`src/rtl/conv2_maxpool_relu_pkg.sv`:
```
// Shared constants and the ReLU-with-saturation helper for the conv2 pooling stage.
package conv2_maxpool_relu_pkg;

  localparam int CONV2_OUT_W = 8;
  localparam int CONV2_OUT_H = 8;
  localparam int CONV2_BIT   = 14;
  localparam int POOL2_BIT   = 12;

  // Negative -> 0, otherwise clamp to the largest positive value of an out_bit signed word.
  function automatic logic [31:0] relu_sat(input logic signed [31:0] x,
                                           input int unsigned        out_bit);
    logic signed [31:0] lim;
    lim = (32'sd1 <<< (out_bit - 1)) - 32'sd1;
    if (x < 0) begin
      return '0;
    end else if (x > lim) begin
      return lim;
    end else begin
      return x;
    end
  endfunction

endpackage

```
`src/rtl/conv2_maxpool_relu_pool2_channel.sv`:
```
// One channel of the 2x2 stride-2 max pool: activation, horizontal pair max,
// half-row buffer for the even row, and the registered pooled output.
module pool2_channel
  import conv2_maxpool_relu_pkg::*;
#(
  parameter int WIDTH   = CONV2_OUT_W,
  parameter int IN_BIT  = CONV2_BIT,
  parameter int OUT_BIT = POOL2_BIT,
  localparam int CW     = $clog2(WIDTH)
) (
  input  logic                      clk,
  input  logic                      rst_n,
  input  logic                      valid_i,
  input  logic [CW-1:0]             col_i,
  input  logic                      row_odd_i,
  input  logic signed [IN_BIT-1:0]  in_i,
  output logic signed [OUT_BIT-1:0] pool_o
);

  localparam int HALF = WIDTH / 2;

  logic signed [31:0]        x_ext;
  logic signed [OUT_BIT-1:0] act;
  logic signed [OUT_BIT-1:0] pair_q;
  logic signed [OUT_BIT-1:0] h_max;
  logic signed [OUT_BIT-1:0] buf_rd;
  logic signed [OUT_BIT-1:0] pool_d;
  logic signed [OUT_BIT-1:0] pool_q;
  logic signed [OUT_BIT-1:0] buf_q [HALF];
  logic [CW-2:0]             slot;

  assign x_ext  = 32'(in_i);
  assign act    = OUT_BIT'(relu_sat(x_ext, OUT_BIT));
  assign slot   = col_i[CW-1:1];
  assign h_max  = (act > pair_q) ? act : pair_q;
  assign buf_rd = buf_q[slot];
  assign pool_d = (buf_rd > h_max) ? buf_rd : h_max;

  always_ff @(posedge clk) begin
    if (!rst_n) begin
      pair_q <= '0;
      pool_q <= '0;
      for (int i = 0; i < HALF; i++) begin
        buf_q[i] <= '0;
      end
    end else if (valid_i) begin
      if (!col_i[0]) begin
        pair_q <= act;
      end else if (!row_odd_i) begin
        buf_q[slot] <= h_max;
      end else begin
        pool_q <= pool_d;
      end
    end
  end

  assign pool_o = pool_q;

endmodule

```
`src/rtl/conv2_maxpool_relu.sv`:
```
// Post-conv2 stage: three lock-step channels of ReLU + saturation + 2x2 max pool,
// sharing one raster position counter and one output-valid pulse.
module conv2_maxpool_relu
  import conv2_maxpool_relu_pkg::*;
#(
  parameter int WIDTH   = CONV2_OUT_W,
  parameter int HEIGHT  = CONV2_OUT_H,
  parameter int IN_BIT  = CONV2_BIT,
  parameter int OUT_BIT = POOL2_BIT
) (
  input  logic                      clk,
  input  logic                      rst_n,
  input  logic                      valid_in,
  input  logic signed [IN_BIT-1:0]  conv_in_1,
  input  logic signed [IN_BIT-1:0]  conv_in_2,
  input  logic signed [IN_BIT-1:0]  conv_in_3,
  output logic signed [OUT_BIT-1:0] pool_out_1,
  output logic signed [OUT_BIT-1:0] pool_out_2,
  output logic signed [OUT_BIT-1:0] pool_out_3,
  output logic                      valid_out_pool
);

  localparam int CW = $clog2(WIDTH);
  localparam int RW = $clog2(HEIGHT);

  // Valid-only stream: valid_in qualifies one pixel on every channel, there is
  // no ready; valid_out_pool is a single-cycle pulse the consumer must take.
  logic [CW-1:0] col_q, col_d;
  logic [RW-1:0] row_q, row_d;
  logic          valid_q, valid_d;

  always_comb begin
    col_d   = col_q;
    row_d   = row_q;
    valid_d = 1'b0;
    if (valid_in) begin
      valid_d = col_q[0] & row_q[0];
      if (col_q == CW'(WIDTH - 1)) begin
        col_d = '0;
        row_d = (row_q == RW'(HEIGHT - 1)) ? '0 : row_q + RW'(1);
      end else begin
        col_d = col_q + CW'(1);
      end
    end
  end

  always_ff @(posedge clk) begin
    if (!rst_n) begin
      col_q   <= '0;
      row_q   <= '0;
      valid_q <= 1'b0;
    end else begin
      col_q   <= col_d;
      row_q   <= row_d;
      valid_q <= valid_d;
    end
  end

  assign valid_out_pool = valid_q;

  pool2_channel #(.WIDTH(WIDTH), .IN_BIT(IN_BIT), .OUT_BIT(OUT_BIT)) u_ch1 (
    .clk       (clk),
    .rst_n     (rst_n),
    .valid_i   (valid_in),
    .col_i     (col_q),
    .row_odd_i (row_q[0]),
    .in_i      (conv_in_1),
    .pool_o    (pool_out_1)
  );

  pool2_channel #(.WIDTH(WIDTH), .IN_BIT(IN_BIT), .OUT_BIT(OUT_BIT)) u_ch2 (
    .clk       (clk),
    .rst_n     (rst_n),
    .valid_i   (valid_in),
    .col_i     (col_q),
    .row_odd_i (row_q[0]),
    .in_i      (conv_in_2),
    .pool_o    (pool_out_2)
  );

  pool2_channel #(.WIDTH(WIDTH), .IN_BIT(IN_BIT), .OUT_BIT(OUT_BIT)) u_ch3 (
    .clk       (clk),
    .rst_n     (rst_n),
    .valid_i   (valid_in),
    .col_i     (col_q),
    .row_odd_i (row_q[0]),
    .in_i      (conv_in_3),
    .pool_o    (pool_out_3)
  );

endmodule

```
`config.mk`:
```
export PLATFORM = sky130hd
export DESIGN_NAME = conv2_maxpool_relu
export DESIGN_NICKNAME = d
export VERILOG_FILES = /design/src/rtl/conv2_maxpool_relu_pkg.sv /design/src/rtl/conv2_maxpool_relu_pool2_channel.sv /design/src/rtl/conv2_maxpool_relu.sv
export SDC_FILE = /design/constraint.sdc
export NUM_CORES = 1
export LEC_CHECK = 0
export ABC_AREA = 1
export BUFFER_PORTS_ARGS = -buffer_cell sky130_fd_sc_hd__buf_2
export CAP_MARGIN = 20
export CORE_ASPECT_RATIO = 0.8
export CORE_MARGIN = 5
export CORE_UTILIZATION = 60
export CTS_BUF_LIST = sky130_fd_sc_hd__clkbuf_4 sky130_fd_sc_hd__clkbuf_8
export CTS_CLUSTER_SIZE = 12
export DETAILED_ROUTE_END_ITERATION = 10
export PLACE_DENSITY_LB_ADDON = 0.3
export SLEW_MARGIN = 20
export SYNTH_ARGS = -nofsm -noshare
export SYNTH_HDL_FRONTEND = slang
export SYNTH_SLANG_ARGS = --single-unit
```
`constraint.sdc`:
```
create_clock -name clk -period 6.4 [get_ports clk]
set_input_delay 0.32 -clock clk [delete_from_list [all_inputs] [get_ports clk]]
set_output_delay 0.32 -clock clk [all_outputs]
set_load 0.005 [all_outputs]
```
==> impl_metrics.csv, run 1 <==
group,metric,value,unit
route,dr.pass1.iters,7,
worst_setup_path,crit_top_cell,"nand2_1",
timing,rsz0062_at_grt,"no",
die,ios,82,
die,coreArea,21400,sq um
cts,cts_max_path_buffers,3,
cts,htree_levels,2,
timing,drv_slew,0,
power_and_ir_drop,p_leak,0.00585,uW
timing,tns,0,ps
global_route,track_usage,25.1,%
worst_setup_path,critPathArrivalTime,4880,ps
hold_path,hold_path_class,"input pin to flip-flop",
worst_setup_path,reg2reg_to,"u_ch1.pool_o[5]",
layout,fin_cells,1844,
placed_design,dp_hpwl,20300,um
layout,nets,1661,
timing,period_minus_slack,4480,ps
route,totalWireLength,31400,um
timing,min_period_over_period,70.0,%
synth,synth_top_area_share,33.5,%
worst_setup_path,worst_path_max_delay_cell,"nand3_1",
power_and_ir_drop,p_sw,1100,uW
synth,synth_area_per_cell,8.54,sq um
cts,clock_sink_count,225,
synth,syn_area,12900,sq um
placed_design,numPortBuffers,81,
synth,synth.area.top_cells,"edfxtp_1 (34%), dfxtp_1 (13%), ha_1 (7.4%), nor2_1 (6.2%), nand2_1 (6.1%)",
power_and_ir_drop,p_clk_share,37.8,%
layout,drive_gt1_share,21.5,%
power_and_ir_drop,pwr-share-comb,18.8,%
power_and_ir_drop,p_int,2670,uW
timing,worstMarginPinSlew,930,ps
timing,fmax,223,MHz
synth,yosysWarningCount,0,
die,start_util,60.3,%
cts,hold_buffers,0,
worst_setup_path,reg2reg_from,"u_ch1.pair_q[11]",
timing,setup_violations,0,
cts,clk_latency,540,ps
global_route,grt_max_degree,70,
flow_run,maxCapViolations,0,
route,drc,0,
synth,ys_ff_latch,225,
die,fp.dieW,174,um
route,drtAntennaViolNets,0,
cts,cts_tree,"yes",
global_route,overflow,0,
layout,fin_area,13900,sq um
route,wl_per_cell,17.0,um
placed_design,placed_area,13100,sq um
cts,numCtsBuffers,38,
timing,slew_headroom,37.9,%
cts,root_buffer,"clkbuf_8",
hold_path,holdPathEnd,"u_ch2.pair_q[10]",
layout,n_fill_cell,1802,
worst_setup_path,r2r_slack,1970,ps
timing,finalHoldViolCount,0,
route,num_vias,10300,
worst_setup_path,worstPathRequired,6790,ps
die,dieArea,24500,sq um
route,drt_iter0_drc,925,
power_and_ir_drop,seq_power_share,43.4,%
cts,postCtsSetupBuffers,0,
layout,num_antenna_cells,0,
power_and_ir_drop,swShare,29.2,%
timing,final.setup_skew,21.8,ps
synth,syn_inst,1510,
cts,clkTransAtPathRegs,60,ps
worst_setup_path,cp-startpoint,"conv_in_1[12]",
synth,yosys.area.top_type,"edfxtp_1",
worst_setup_path,end_kind,"flip-flop",
global_route,grt_pass1_wl,50500,um
global_route,antenna_found_initial,0,
placed_design,gp_congestion,0.923,
layout,syn2layout_area_growth,7.90,%
route,via_per_inst,5.60,
worst_setup_path,slowest_delay,600,ps
hold_path,min_delay_path_depth,3,
die,rows,48,
cts,post_cts_resized,0,
die,die_y,141,um
worst_setup_path,rr_worst_depth,20,
power_and_ir_drop,irDropWorstVdd,153,uV
synth,synth_seq_area_share,46.1,%
worst_setup_path,worstPathMaxFanout,24,
worst_setup_path,worst-setup-path-type,"input pin to flip-flop",
hold_path,hold_path.startpoint,"conv_in_2[10]",
run_status,status,"complete, no violations",
placed_design,dpl.cell_count,1775,
worst_setup_path,start_kind,"input pin",
power_and_ir_drop,p_per_area,271,nW/um^2
global_route,grt_pass1_vias,9939,
synth,synth_cell_types,36,
[routing by layer]
layer  up-vias  routed length, um  global-route usage, %
li1       5060                  -                      -
met1      4838              14100                   35.4
met2       370              14400                   40.4
met3        56               2320                   4.34
met4         0                615                   6.66
met5         -                  0                      0
[flip-flops by register name, summed over array words and instances (netlist names), named ones only]
| signal | cells |
|---|---|
| u_ch1.buf_q | 48 |
| u_ch3.pair_q | 12 |
| u_ch1.pool_o | 12 |
| u_ch3.buf_q | 48 |
| u_ch2.buf_q | 48 |
| valid_out_pool | 1 |
| col_q | 3 |
| u_ch2.pair_q | 12 |
| u_ch2.pool_o | 12 |
| row_q | 3 |
| u_ch1.pair_q | 12 |
| u_ch3.pool_o | 12 |
[synth_stat cells, drive strengths merged]
master,n
a21o,3
a21oi,94
a32oi,3
and2,33
buf,60
clkbuf,52
clkinv,2
conb,1
dfxtp,81
edfxtp,144
ha,76
inv,135
nand2,246
nand3,48
nand3b,1
nand4,46
nor2,311
nor3,7
o21ai,134
o22ai,33
[area by class of cell]
cell class / instances / area (sq um) / share of cell area [%]
clock buffer: 56 / 708 / 5.09
clock inverter: 13 / 143 / 1.03
inverter: 137 / 514 / 3.70
multi-input combinational: 1038 / 5710 / 41.0
sequential: 225 / 5950 / 42.7
tap: 275 / 344 / 2.47
timing repair buffer: 100 / 548 / 3.94
[cell usage in the layout, fill, tap and decap left out, drive strengths merged, types with 7 or more instances in the layout]
master,count
inv,135
o21ai,134
clkinv,11
nand4,46
ha,76
nor3,7
o22ai,33
edfxtp,144
a21oi,94
nand3,48
nor2,311
nand2,246
and2,33
clkbuf,56
buf,100
dfxtp,81
[power by group through the flow]
stage	registers, uW	logic (uW)	clock network (uW)
after floorplan	1650	606	0
after global placement	1670	678	0
after detailed placement	1670	697	0
after CTS	1640	701	1450
after global routing	1640	798	1510
final	1640	708	1430
[worst max path at each step]
stage / end / slack [ps] / cells past startpoint
2_1_floorplan: u_ch1.pool_o[10] / 2850 / 28
3_3_place_gp: u_ch1.pool_o[5] / 1510 / 27
3_5_place_dp: u_ch1.pool_o[4] / 1440 / 27
4_1_cts: u_ch1.pool_o[5] / 1970 / 25
5_1_grt: u_ch1.pool_o[2] / 1430 / 27
6_report: u_ch1.pool_o[5] / 1920 / 25
[cell families after synthesis]
kind of cell               after synthesis  synth area share [%]
AOI/OAI and AO/OA                      267                  10.9
and+or+nand+nor                        692                  25.9
DFF                                    225                  46.1
other                                    1                0.0291
buffers and inverters                  249                  9.77
adders and majority gates               76                  7.38
[critical path, delay by kind of cell]
family / cells / cell delay, ps
fa+ha+maj: 2 / 610
buf+inv: 3 / 330
compound gates: 3 / 520
simple gates: 17 / 3090
[through the flow]
step / worst slack [ps] / hold slack [ps] / total power (uW) / utilization (%)
5_1_grt: 1430 / 125 / 3960 / 65.1
3_3_place_gp: 1510 / 451 / 2350 / 61.1
2_1_floorplan: 2850 / 450 / 2260 / -
3_5_place_dp: 1440 / 456 / 2370 / 61.1
4_1_cts: 1970 / 104 / 3790 / 65.1
6_report: 1920 / 126 / 3780 / 65.1
No activity file was read; power rests on OpenSTA's default activity.
==> run 2, diff against run 1 <==
==> constraint.sdc (replaced) <==
create_clock -name clk -period 4.6 [get_ports clk]
set_input_delay 0.23 -clock clk [delete_from_list [all_inputs] [get_ports clk]]
set_output_delay 0.23 -clock clk [all_outputs]
set_load 0.005 [all_outputs]
==> run 2 against run 1 <==
Against the previous run:
- routed wire length rose by 0.20%
- worst setup slack got worse by 1300 ps
- register-to-register slack got worse by 1400 ps
- utilization grew 0.076 points
- highest routed layer unchanged
- via count grew 1.9%
- total power up 35%
- critical path depth down 6
- first-iteration DRC count rose by 4.2%
- die area is the same
==> impl_metrics.csv, run 2 (synthesis results as in run 1) <==
group,metric,value,unit
run_status,status,"complete, no violations",
die,die_y,141,um
hold_path,hold_path_class,"input pin to flip-flop",
cts,clk_latency,530,ps
global_route,grt_pass1_vias,10300,
worst_setup_path,worstPathRequired,4990,ps
timing,rsz0062_at_grt,"no",
placed_design,gp_congestion,0.863,
layout,syn2layout_area_growth,8.03,%
timing,min_period_over_period,87.4,%
worst_setup_path,end_kind,"flip-flop",
worst_setup_path,worstPathMaxFanout,24,
cts,cts_tree,"yes",
power_and_ir_drop,p_leak,0.00586,uW
global_route,grt_pass1_wl,51200,um
placed_design,numPortBuffers,81,
worst_setup_path,worst-setup-path-type,"flip-flop to flip-flop",
route,dr.pass1.iters,5,
timing,slew_headroom,41.3,%
route,wl_per_cell,17.0,um
cts,hold_buffers,0,
global_route,overflow,0,
worst_setup_path,critPathArrivalTime,4410,ps
layout,seq_area,5950,sq um
die,rows,48,
layout,final_common_cell,"nor2_1",
timing,worstMarginPinSlew,878,ps
global_route,antenna_found_initial,0,
layout,layout_common_cells,"nor2_1 (211), nand2_1 (208), edfxtp_1 (144)",
timing,final.setup_skew,16.7,ps
timing,finalHoldViolCount,0,
power_and_ir_drop,p_total,5090,uW
power_and_ir_drop,p_per_area,365,nW/um^2
timing,setup_violations,0,
timing,fmax,249,MHz
route,drc,0,
flow_run,maxCapViolations,0,
route,totalWireLength,31400,um
worst_setup_path,start_kind,"flip-flop",
route,via_per_inst,5.68,
route,num_vias,10500,
die,dieArea,24500,sq um
power_and_ir_drop,irDropWorstVdd,254,uV
timing,tns,0,ps
route,drt_iter0_drc,964,
layout,drive_gt1_share,21.8,%
die,fp.dieW,174,um
global_route,track_usage,25.2,%
cts,root_buffer,"clkbuf_8",
cts,clock_sink_count,225,
layout,n_fill_cell,1779,
placed_design,dp_hpwl,20400,um
cts,clkTransAtPathRegs,60,ps
cts,cts_max_path_buffers,3,
timing,drv_slew,0,
layout,top_regs,"u_ch1.buf_q: 48 flops, u_ch2.buf_q: 48 flops, u_ch3.buf_q: 48 flops",
layout,num_antenna_cells,0,
cts,numCtsBuffers,37,
route,drtAntennaViolNets,0,
global_route,grt_max_degree,73,
die,coreArea,21400,sq um
cts,post_cts_resized,0,
cts,postCtsSetupBuffers,0,
die,start_util,60.3,%
cts,htree_levels,2,
layout,nets,1671,
timing,period_minus_slack,4020,ps
die,ios,82,
layout,multi_input_area,5710,sq um
==> run 2: cell count changes in the layout (fill, tap and decap cells not counted), sizes merged <==
cell,delta
bufinv,-2
clkbuf,-2
clkinv,+2
buf,+11
==> run 2: metal layers <==
| layer | GRT usage (%) | share of wire [%] |
|---|---|---|
| met1 | 34.8 | 44 |
| met2 | 41.5 | 47 |
| met3 | 4.05 | 6.9 |
| met4 | 7.71 | 2.4 |
| met5 | 0 | 0 |
==> run 2: stage by stage <==
step	std cells	setup slack (ps)	hold slack, ps	cell area, sq um	util, %
3_5_place_dp	1786	168	455	13200	61.7
6_report	1853	578	36.6	13900	65.1
4_1_cts	1853	636	16.4	13900	65.1
2_1_floorplan	1512	1140	450	12900	-
5_1_grt	1853	151	37.7	13900	65.1
3_3_place_gp	1786	250	452	13200	61.7
==> run 2: path summary, 6_finish.rpt <==
path	start	endpoint	slack, ps	depth (start not counted)
hold reg to reg	u_ch2.pool_o[9]	u_ch2.pool_o[9]	460	2
setup / recovery	u_ch3.pair_q[11]	u_ch3.pool_o[9]	580	19
hold / removal	conv_in_3[4]	u_ch3.pair_q[4]	40	3
setup reg to reg	u_ch3.pair_q[11]	u_ch3.pool_o[9]	580	19
==> run 2: cell type report <==
type                    instances  share of cell area (%)
clock buffers                  54                    4.75
inverters                     137                    3.69
repair buffers                111                    4.80
multi-input cells            1038                    41.0
well taps                     275                    2.47
clock inverters                13                   0.611
flip-flops and latches        225                    42.7
==> run 2: worst max-delay path: stages (launching register included) <==
cell     delay, ps
dfxtp_1        340
inv_1           60
ha_1           350
a21o_1         200
nor2_2         140
nand4_2        340
nand3_4        330
nand2_1        100
and2_1         210
ha_1           310
nand2_1         70
nor2_1         140
and2_1         160
nand2_1         80
nand4_1        100
nand3_2        420
nor2_1         270
nor2_1          60
nand2_1        120
a21oi_1         70
==> run 2: where the power goes <==
part	switching [uW]	leakage (uW)	internal, uW	total [uW]
clock network	805	0.000398	982	1790
logic	671	0.00332	356	1030
registers	41.6	0.00215	2230	2270
==> run 3, diff against run 2 <==
--- a/config.mk
+++ b/config.mk
@@ -15,6 +15,7 @@
 export CTS_CLUSTER_SIZE = 12
 export DETAILED_ROUTE_END_ITERATION = 10
 export PLACE_DENSITY_LB_ADDON = 0.3
+export RECOVER_POWER = 25
 export SLEW_MARGIN = 20
 export SYNTH_ARGS = -nofsm -noshare
 export SYNTH_HDL_FRONTEND = slang
==> constraint.sdc (replaced) <==
create_clock -name clk -period 4.1 [get_ports clk]
set_input_delay 0.205 -clock clk [delete_from_list [all_inputs] [get_ports clk]]
set_output_delay 0.205 -clock clk [all_outputs]
set_load 0.005 [all_outputs]
==> run 3 against run 2 <==
Against the previous run:
- the flow now finishes with violations (capacitance limit, slew limit)
- worst hold slack got worse by 16 ps
- sequential power rose by 12%
- final area rose by 1.0%
- largest power group unchanged
- global-route usage hardly changed
- via count shrank 0.53%
- non-clock buffer count grew 17
==> impl_metrics.csv, run 3 (synthesis results as in run 1) <==
group,metric,value,unit
run_status,status,"finished with violations",
run_status,violations,"capacitance limit, slew limit",
route,drtAntennaViolNets,0,
die,rows,48,
cts,numCtsBuffers,37,
global_route,antenna_found_initial,0,
power_and_ir_drop,irDropWorstVdd,291,uV
power_and_ir_drop,p_per_area,409,nW/um^2
layout,utilization,65.8,%
layout,syn2layout_area_growth,9.11,%
placed_design,gp_congestion,0.906,
flow_run,maxCapViolations,3,
route,num_vias,10500,
cts,cts_tree,"yes",
global_route,overflow,0,
layout,final_common_cell,"nor2_1",
layout,top_regs,"u_ch1.buf_q: 48 flops, u_ch2.buf_q: 48 flops, u_ch3.buf_q: 48 flops",
route,highest_layer,"met4",
worst_setup_path,end_kind,"flip-flop",
timing,finalHoldViolCount,0,
global_route,grt_pass1_vias,10100,
timing,worstMarginPinSlew,2540,ps
die,start_util,60.3,%
route,drc,0,
route,totalWireLength,31400,um
cts,clkTransAtPathRegs,60,ps
cts,clk_latency,530,ps
timing,tns,0,ps
route,wl_met2,14500,um
timing,rsz0062_at_grt,"no",
placed_design,numPortBuffers,81,
die,dieArea,24500,sq um
power_and_ir_drop,p_leak,0.00584,uW
layout,fin_area,14100,sq um
timing,min_period_over_period,91.5,%
route,via_per_inst,5.60,
placed_design,dp_hpwl,20800,um
timing,final.setup_skew,16.5,ps
route,wl_per_cell,16.8,um
cts,clock_sink_count,225,
hold_path,hold_path_class,"input pin to flip-flop",
global_route,track_usage,25.2,%
timing,fmax,267,MHz
timing,holdWs,20.6,ps
layout,drive_gt1_share,20.5,%
worst_setup_path,start_kind,"input pin",
layout,n_fill_cell,1778,
route,wl_met1,14000,um
worst_setup_path,crit_family,"simple AND/OR/NAND/NOR gates",
worst_setup_path,slowest_delay,550,ps
die,fp.dieW,174,um
worst_setup_path,critPathArrivalTime,4130,ps
cts,htree_levels,2,
cts,root_buffer,"clkbuf_8",
worst_setup_path,worst-path-buf-inv,5,
route,drt_iter0_drc,993,
worst_setup_path,crit_top_cell,"nand2_1",
cts,cts_max_path_buffers,3,
worst_setup_path,worstPathMaxFanout,16,
layout,num_antenna_cells,0,
layout,layout_common_cells,"nor2_1 (213), nand2_1 (208), edfxtp_1 (144)",
worst_setup_path,worst_path_max_delay_cell,"dlygate4sd3_1",
die,ios,82,
global_route,grt_max_degree,73,
die,coreArea,21400,sq um
timing,period_minus_slack,3750,ps
global_route,grt_pass1_wl,50700,um
die,die_y,141,um
placed_design,placed_area,13300,sq um
timing,slew_headroom,-69.1,%
timing,drv_slew,120,
worst_setup_path,worst-setup-path-type,"input pin to flip-flop",
route,wl_met3,2140,um
layout,nets,1688,
route,dr.pass1.iters,5,
worst_setup_path,worstPathRequired,4480,ps
timing,setup_violations,0,
run 3: cell types whose count changed in the layout (fill, tap and decap cells not counted), moves of 3 or more:
cell           change
buf_2             -27
buf_4              +7
clkbuf_1          +30
clkbuf_8           +5
clkinv_1           -3
dlygate4sd3_1      +5
run 3: power breakdown:
group          internal [uW]  switching (uW)
clock network           1140             890
registers               2500            49.1
logic                    420             754
total                   4060            1690
run 3: worst reg2reg max path, cell delays in order (launching register included):
cell     delay [ps]
dfxtp_1         370
inv_1            80
ha_1            350
nand2_1         110
inv_2            50
nand2_2          60
inv_1            60
nand2_2          80
nand3_2          90
nand2_4         140
nand3_4         180
buf_4           200
nand2_2          60
and2_1          170
ha_1            240
nand2_1          60
nor2_1           30
and2_1          160
nand2_1          90
nand3_1          70
nand2_1          80
nand3_2         170
buf_4           250
nor2_1          100
nor2_1           50
nand2_1         110
a21oi_1          60
run 3: path summary, 6_finish.rpt:
path,start,to,slack (ps),depth (start not counted)
setup / recovery,conv_in_2[1],u_ch2.pool_o[2],350,29
hold / removal,conv_in_3[9],u_ch3.pair_q[9],20,3
setup reg to reg,u_ch2.pair_q[11],u_ch2.pool_o[2],460,26
hold reg to reg,u_ch3.pool_o[1],u_ch3.pool_o[1],460,2
run 3: per-layer routing:
| layer | global-route usage [%] | vias up |
|---|---|---|
| met1 | 35.0 | 4900 |
| met4 | 8.66 | 0 |
| met5 | 0 | - |
| li1 | - | 5120 |
| met2 | 40.7 | 383 |
| met3 | 3.91 | 65 |
run 3: area by class of cell:
| cell class | instances | area (sq um) | area share (%) |
|---|---|---|---|
| clock buffer | 60 | 738 | 5.25 |
| clock inverter | 7 | 33.8 | 0.240 |
| inverter | 137 | 514 | 3.66 |
| multi-input combinational | 1038 | 5700 | 40.5 |
| sequential | 225 | 5950 | 42.3 |
| tap | 275 | 344 | 2.45 |
| timing repair buffer | 128 | 788 | 5.60 |
run 3: repair_timing:
action | CTS | global route
setup endpoints to repair | 0 | 6
endpoints found under the hold margin | 7 | 0
setup buffers | 0 | 3
hold buffers | 5 | 0
resized for setup | 0 | 1
run 3: through the flow:
step | power, uW | setup slack, ps | std cells
5_1_grt | 6060 | 11.1 | 1870
3_3_place_gp | 3710 | 197 | 1795
6_report | 5750 | 349 | 1870
2_1_floorplan | 3530 | 664 | 1512
3_5_place_dp | 3740 | 23.0 | 1795
4_1_cts | 5770 | 398 | 1867
